$ cat src/rtl/mul_seq_hs_pkg.sv
// Shared definitions for the sequential shift-add handshake multiplier:
// 2-bit state encoding and a counter-width helper.
package mul_seq_pkg;

  localparam logic [1:0] WAIT = 2'd0;
  localparam logic [1:0] CALC = 2'd1;
  localparam logic [1:0] DONE = 2'd2;

  typedef enum logic [1:0] {
    StWait = WAIT,
    StCalc = CALC,
    StDone = DONE
  } state_e;

  // Bits needed to count 0..n-1; never less than 1.
  function automatic int unsigned clog2(input int unsigned n);
    int unsigned r;
    int unsigned v;
    r = 0;
    v = n - 1;
    while (v > 0) begin
      r++;
      v = v >> 1;
    end
    return (r == 0) ? 1 : r;
  endfunction

endpackage

$ cat src/rtl/mul_seq_hs_if.sv
// Handshake bundle between the two producers / product consumer and mul_seq_hs.
interface mul_seq_hs_if #(
  parameter int unsigned N = 8
);
  logic [N-1:0]   x;
  logic           dav1_;
  logic           rfd1;
  logic [N-1:0]   y;
  logic           dav2_;
  logic           rfd2;
  logic [2*N-1:0] m;
  logic           ok;

  modport master (
    output x, dav1_, y, dav2_,
    input  rfd1, rfd2, m, ok
  );

  modport slave (
    input  x, dav1_, y, dav2_,
    output rfd1, rfd2, m, ok
  );
endinterface

$ cat src/rtl/mul_seq_hs_step.sv
// One shift-add step: N-bit accumulator window plus X gated by the current
// multiplier bit, giving an N+1-bit sum that cannot overflow.
module mul_seq_step #(
  parameter int unsigned N = 8
) (
  input  logic [N-1:0] acc_i,
  input  logic [N-1:0] x_i,
  input  logic         bit_i,
  output logic [N:0]   sum_o
);

  // Conditional add of the multiplicand into the accumulator window.
  always_comb begin
    sum_o = {1'b0, acc_i} + {1'b0, (bit_i ? x_i : '0)};
  end

endmodule

$ cat src/rtl/mul_seq_hs.sv
// Sequential N x N shift-add multiplier with dav_/rfd handshake on two
// producer channels. One partial product per clock, N clocks of latency.
// Define MUL_SEQ_HS_SIGNED_EN for two's complement operands.
module mul_seq_hs
  import mul_seq_pkg::*;
#(
  parameter int unsigned N = 8
) (
  input logic          clock,
  input logic          reset,
  mul_seq_hs_if.slave  bus
);

  localparam int unsigned CntW = clog2(N);

  state_e          state_q, state_d;
  logic            rfd_q, rfd_d;
  logic            ok_q, ok_d;
  logic [2*N-1:0]  m_q, m_d;
  logic [2*N-1:0]  acc_q, acc_d;
  logic [N-1:0]    xr_q, xr_d;
  logic [N-1:0]    yr_q, yr_d;
  logic [CntW-1:0] cnt_q, cnt_d;
  logic [N:0]      sum;

`ifdef MUL_SEQ_HS_SIGNED_EN
  logic neg_q, neg_d;
`endif

  // Bits of acc above cnt+N are still zero, so the step result overwrites
  // the window [cnt+N:cnt] without losing anything.
  mul_seq_step #(
    .N(N)
  ) u_step (
    .acc_i (acc_q[cnt_q +: N]),
    .x_i   (xr_q),
    .bit_i (yr_q[cnt_q]),
    .sum_o (sum)
  );

  // Next-state: handshake FSM, operand capture and accumulate.
  always_comb begin
    state_d = state_q;
    rfd_d   = rfd_q;
    ok_d    = ok_q;
    m_d     = m_q;
    acc_d   = acc_q;
    xr_d    = xr_q;
    yr_d    = yr_q;
    cnt_d   = cnt_q;
`ifdef MUL_SEQ_HS_SIGNED_EN
    neg_d   = neg_q;
`endif
    unique case (state_q)
      StWait: begin
        if (!bus.dav1_ && !bus.dav2_) begin
`ifdef MUL_SEQ_HS_SIGNED_EN
          xr_d  = bus.x[N-1] ? (~bus.x + 1'b1) : bus.x;
          yr_d  = bus.y[N-1] ? (~bus.y + 1'b1) : bus.y;
          neg_d = bus.x[N-1] ^ bus.y[N-1];
`else
          xr_d  = bus.x;
          yr_d  = bus.y;
`endif
          acc_d   = '0;
          cnt_d   = '0;
          rfd_d   = 1'b0;
          state_d = StCalc;
        end
      end
      StCalc: begin
        acc_d[cnt_q +: N+1] = sum;
        cnt_d = cnt_q + 1'b1;
        if (cnt_q == CntW'(N - 1)) begin
`ifdef MUL_SEQ_HS_SIGNED_EN
          m_d = neg_q ? (~acc_d + 1'b1) : acc_d;
`else
          m_d = acc_d;
`endif
          ok_d    = 1'b1;
          state_d = StDone;
        end
      end
      StDone: begin
        if (bus.dav1_ && bus.dav2_) begin
          ok_d    = 1'b0;
          rfd_d   = 1'b1;
          state_d = StWait;
        end
      end
      default: begin
        // Unused code recovers to WAIT with the handshake idle.
        rfd_d   = 1'b1;
        ok_d    = 1'b0;
        state_d = StWait;
      end
    endcase
  end

  // State registers with synchronous active-high reset.
  always_ff @(posedge clock) begin
    if (reset) begin
      state_q <= StWait;
      rfd_q   <= 1'b1;
      ok_q    <= 1'b0;
      m_q     <= '0;
      acc_q   <= '0;
      xr_q    <= '0;
      yr_q    <= '0;
      cnt_q   <= '0;
`ifdef MUL_SEQ_HS_SIGNED_EN
      neg_q   <= 1'b0;
`endif
    end else begin
      state_q <= state_d;
      rfd_q   <= rfd_d;
      ok_q    <= ok_d;
      m_q     <= m_d;
      acc_q   <= acc_d;
      xr_q    <= xr_d;
      yr_q    <= yr_d;
      cnt_q   <= cnt_d;
`ifdef MUL_SEQ_HS_SIGNED_EN
      neg_q   <= neg_d;
`endif
    end
  end

  assign bus.rfd1 = rfd_q;
  assign bus.rfd2 = rfd_q;
  assign bus.m    = m_q;
  assign bus.ok   = ok_q;

endmodule

$ cat src/flat_wrapper.sv
// flat-port wrapper written by rule: the top's interface ports become plain ports
module mul_seq_hs_flat import mul_seq_pkg::*;
#(
  parameter int unsigned N = 8
)
  (clock, reset, bus_x, bus_dav1_, bus_y, bus_dav2_, bus_rfd1, bus_rfd2, bus_m, bus_ok);
  mul_seq_hs_if #(.N(N)) bus_i ();
  input logic clock;
  input logic reset;
  input wire logic [$bits(bus_i.x)-1:0] bus_x;
  input wire logic [$bits(bus_i.dav1_)-1:0] bus_dav1_;
  input wire logic [$bits(bus_i.y)-1:0] bus_y;
  input wire logic [$bits(bus_i.dav2_)-1:0] bus_dav2_;
  output wire logic [$bits(bus_i.rfd1)-1:0] bus_rfd1;
  output wire logic [$bits(bus_i.rfd2)-1:0] bus_rfd2;
  output wire logic [$bits(bus_i.m)-1:0] bus_m;
  output wire logic [$bits(bus_i.ok)-1:0] bus_ok;
  assign bus_i.x = bus_x;
  assign bus_i.dav1_ = bus_dav1_;
  assign bus_i.y = bus_y;
  assign bus_i.dav2_ = bus_dav2_;
  assign bus_rfd1 = bus_i.rfd1;
  assign bus_rfd2 = bus_i.rfd2;
  assign bus_m = bus_i.m;
  assign bus_ok = bus_i.ok;
  mul_seq_hs #(.N(N)) u_core (.clock(clock), .reset(reset), .bus(bus_i));
endmodule
$ cat config.mk
export PLATFORM = sky130hd
export DESIGN_NAME = mul_seq_hs_flat
export DESIGN_NICKNAME = d
export VERILOG_FILES = /design/src/rtl/mul_seq_hs_pkg.sv /design/src/rtl/mul_seq_hs_if.sv /design/src/rtl/mul_seq_hs_step.sv /design/src/rtl/mul_seq_hs.sv /design/src/flat_wrapper.sv
export SDC_FILE = /design/constraint.sdc
export NUM_CORES = 1
export LEC_CHECK = 0
export CAP_MARGIN = 20
export CORE_ASPECT_RATIO = 0.7
export CORE_MARGIN = 4
export CORE_UTILIZATION = 63
export CTS_CLUSTER_DIAMETER = 50
export DETAILED_ROUTE_END_ITERATION = 6
export GPL_TIMING_DRIVEN = 1
export PLACE_DENSITY = 0.87
export SLEW_MARGIN = 10
export SYNTH_ARGS = -nofsm -noshare
export SYNTH_HDL_FRONTEND = slang
export SYNTH_SLANG_ARGS = --single-unit
$ cat constraint.sdc
create_clock -name clock -period 11.3 [get_ports clock]
set_clock_uncertainty 0.1 [all_clocks]
set_input_delay 1.13 -clock clock [delete_from_list [all_inputs] [get_ports clock]]
set_output_delay 1.13 -clock clock [all_outputs]
set_load 0.01 [all_outputs]
==> flow_metrics.tcl <==
set metrics [dict create \
    yosysUniqueCellTypes 64 \
    die_width_um 104 \
    postRouteAntennaNets 0 \
    drt-pass1-iter-count 7 \
    detailedPlacementHpwl_um 10100 \
    worst_slew_margin_rel_pct 31.3 \
    fillerInstances 518 \
    synthesized_instance_count 551 \
    dieArea_sq_um 7790 \
    worst_hold_path_type "flip-flop to flip-flop" \
    placement_rows 24 \
    area_growth_syn_to_layout_pct 11.0 \
    status "finished, violations left" \
    crit_path_end_kind "flip-flop" \
    worst_ep_required_time_ps 11440 \
    tritoncts "built" \
    synth_async_sr_flop_share_pct 0 \
    drt_first_iter_violations 723 \
    count_of_vias_placed_by_the_detailed_router 4491 \
    nets 595 \
    postLayoutCellArea_sq_um 4490 \
    endpoint_of_the_worst_slack_reg_to_reg_timing_path "u_core.bus.m[14]$_SDFFE_PP0P_" \
    layout_common_cells "sky130_fd_sc_hd__nand2_1, sky130_fd_sc_hd__a21oi_1, sky130_fd_sc_hd__nor2_1" \
    floorplan.initialDensity_pct 64.8 \
    regToRegSetupSlack_ps 5970 \
    finalSetupTns_ps 0 \
    cts_htree_levels 2 \
    timing_max_transition_violations_final 0 \
    place.port_buffers 38 \
    crit_path_max_fanout 30 \
    synth.net_count 586 \
    place.gp.congestion 1.08 \
    critical_path.startpoint_type "flip-flop" \
    area_of_the_multi_input_gates_sq_um 2750 \
    cts.root.buffer_cell "sky130_fd_sc_hd__clkbuf_8" \
    antenna_cells 0 \
    grt_antenna_before_repair 0 \
    numPlacedInstances 631 \
    crit_family "compound AO/OA/AOI/OAI gates" \
    postCtsSetupBuffers 0 \
    io_pins 39 \
    critical_path.slowest_cell "sky130_fd_sc_hd__dfxtp_1" \
    clk_pin_slew_ps 110 \
    grt_first_pass_wirelength_um 21400 \
    avgSynthCellArea_sq_um 7.35 \
    hold_start "u_core.bus.m[11]$_SDFFE_PP0P_" \
    cts_num_sinks 55 \
    period_minus_slack_ps 5330 \
    cell_type_with_the_highest_occurrence_count_on_the_critical_path "sky130_fd_sc_hd__mux2i_1" \
    detailed_place.area_sq_um 4390 \
    layout.cells.most_common "sky130_fd_sc_hd__nand2_1" \
    worst_skew_pair.late_latency_ps 330 \
    core_area_sq_um 6250 \
    post_route_cells_drive_above_1_share_pct 6.60 \
    violations "DRC" \
    synth.yosys.seq_area_share_pct 27.2 \
    timing.fmax_mhz 188 \
    syn_area_sq_um 4050 \
    avgRoutedWirePerCell_um 21.3 \
    cts.repair.resized 0 \
    global_route.usage.total_pct 34.4 \
    cp.buffers_inverters 1 \
    totalWireLength_um 13600 \
    holdBufCountCts 0 \
    cap_violations 0 \
    worstPathCellList "buf_4, mux4_2, mux2i_1, nor2b_1, ha_1, fa_1, a211o_4, a41oi_4, xnor2_1, mux2i_1, o22ai_1, nand4_1, a211oi_1" \
    post_layout_util_pct 72.0 \
    cts_made_buffers 5 \
    final_hold_violation_count 0 \
    die_height_um 75.1 \
    critical_path_class "flip-flop to flip-flop" \
    synth_ff_type "sky130_fd_sc_hd__dfxtp_1" \
    worstHoldPathCells 2 \
    largest_net_degree_at_the_start_of_global_routing 46 \
    grt.overflow.total 0 \
    worstPathArrival_ps 5470 \
    final_min_period_over_clock_period_pct 47.2 \
    final-seq-area_sq_um 1100 \
    drc_markers 10 \
    total_leakage_power_uw 0.00162 \
    worst-slew-pin-transition_ps 1030 \
    critical-path-max-stage-delay_ps 700 \
    setup_repair_after_global_routing_missed_its_margin "false" \
    clockBufferDepth 2 \
    power_density_nw_per_um2 103 \
    number_of_synthesis_warnings 0 \
    critical_path.reg2reg.startpoint "u_core.cnt_q[0]$_SDFFE_PP0P_" \
    peakVddDrop_mv 0.0775 \
    ys_seq_elements 55 \
    report.final.setup_viol 0 \
    final_cells 639 \
    route.detailed.vias_per_inst 7.03 \
    synth_enable_flop_cells 0 \
    first_global_vias 4119 \
    worst_hold_path.endpoint "u_core.bus.m[11]$_SDFFE_PP0P_" \
    rr_worst_depth 13 \
]
-- tightest hold or removal path, cell delays in order (launching register included) --
cell and delay (ps):
sky130_fd_sc_hd__dfxtp_1 330, sky130_fd_sc_hd__nand2_1 50, sky130_fd_sc_hd__nand2_1 40
-- report_power, final --
group | leakage, uW | total (uW) | switching, uW | internal, uW
logic | 0.00112 | 128 | 84.8 | 43.1
registers | 0.000446 | 207 | 7.32 | 200
clock network | 0.0000533 | 127 | 75.0 | 51.9
total | 0.00162 | 462 | 167 | 295
-- per-stage QoR --
step | total power (uW) | worst slack [ps] | hold slack (ps)
after global routing | 477 | 5680 | 372
after detailed placement | 331 | 6100 | 342
after CTS | 455 | 6060 | 356
final | 462 | 5970 | 352
after global placement | 330 | 6300 | 324
after floorplan | 296 | 7030 | 332
-- cell families after synthesis --
family | count (synthesis) | synth area share [%]
multiplexers | 24 | 7.35
buffers and inverters | 49 | 5.01
adder cells (fa/ha/maj) | 15 | 4.82
flip-flops | 55 | 27.2
AND/OR/NAND/NOR | 217 | 24.3
XOR/XNOR | 4 | 0.865
AO/OA/AOI/OAI | 187 | 30.5
-- layer usage --
| metal | vias up | track usage (%) | part of all wire, % |
|---|---|---|---|
| met1 | 2070 | 46.5 | 43 |
| met5 | - | 0 | 0 |
| met2 | 332 | 54.0 | 41 |
| met3 | 59 | 10.6 | 13 |
| li1 | 2030 | - | - |
| met4 | 0 | 9.88 | 3.1 |
-- cells in the mapped netlist, types with 7 or more instances --
cell                       instances  share of area, %
sky130_fd_sc_hd__ha_1             14               4.3
sky130_fd_sc_hd__nor2_1           62               5.7
sky130_fd_sc_hd__a21oi_1          65               8.0
sky130_fd_sc_hd__nor3_1           10               1.2
sky130_fd_sc_hd__nand2b_1          8               1.2
sky130_fd_sc_hd__mux2i_1          14               3.5
sky130_fd_sc_hd__nand3_1          16               2.0
sky130_fd_sc_hd__dfxtp_1          55                27
sky130_fd_sc_hd__inv_1             7              0.65
sky130_fd_sc_hd__nor2b_1          13               2.0
sky130_fd_sc_hd__a211oi_1         19               3.5
sky130_fd_sc_hd__o211ai_1          9               1.7
sky130_fd_sc_hd__o21ai_0          35               4.3
sky130_fd_sc_hd__nand2_1          85               7.9
sky130_fd_sc_hd__clkbuf_1         29               2.7
-- registers in the layout, indices dropped and copies added (netlist names) --
signal           count
u_core.acc_q        16
u_core.bus.m        16
u_core.xr_q          8
u_core.yr_q          8
u_core.cnt_q         3
u_core.state_q       2
u_core.bus.ok        1
u_core.bus.rfd1      1
-- final cells by class --
cell class / count / share of cell area (%)
clock inverter: 2 / 0.445
multi-input combinational: 447 / 61.1
tap: 78 / 2.17
timing repair buffer: 43 / 9.30
clock buffer: 6 / 1.84
sequential: 55 / 24.5
inverter: 8 / 0.668
-- how the worst max path moves through the flow --
stage                            startpoint                       endpoint  depth (start not counted)
2_1_floorplan  u_core.cnt_q[0]$_SDFFE_PP0P_  u_core.acc_q[15]$_SDFFE_PP0P_                         14
3_3_place_gp   u_core.cnt_q[0]$_SDFFE_PP0P_   u_core.acc_q[8]$_SDFFE_PP0P_                         13
3_5_place_dp   u_core.cnt_q[0]$_SDFFE_PP0P_  u_core.bus.m[14]$_SDFFE_PP0P_                         13
4_1_cts        u_core.cnt_q[0]$_SDFFE_PP0P_  u_core.bus.m[14]$_SDFFE_PP0P_                         13
5_1_grt        u_core.cnt_q[0]$_SDFFE_PP0P_  u_core.bus.m[14]$_SDFFE_PP0P_                         13
6_report       u_core.cnt_q[0]$_SDFFE_PP0P_  u_core.bus.m[14]$_SDFFE_PP0P_                         13
Note: power is estimated with default switching activity, not from simulation.
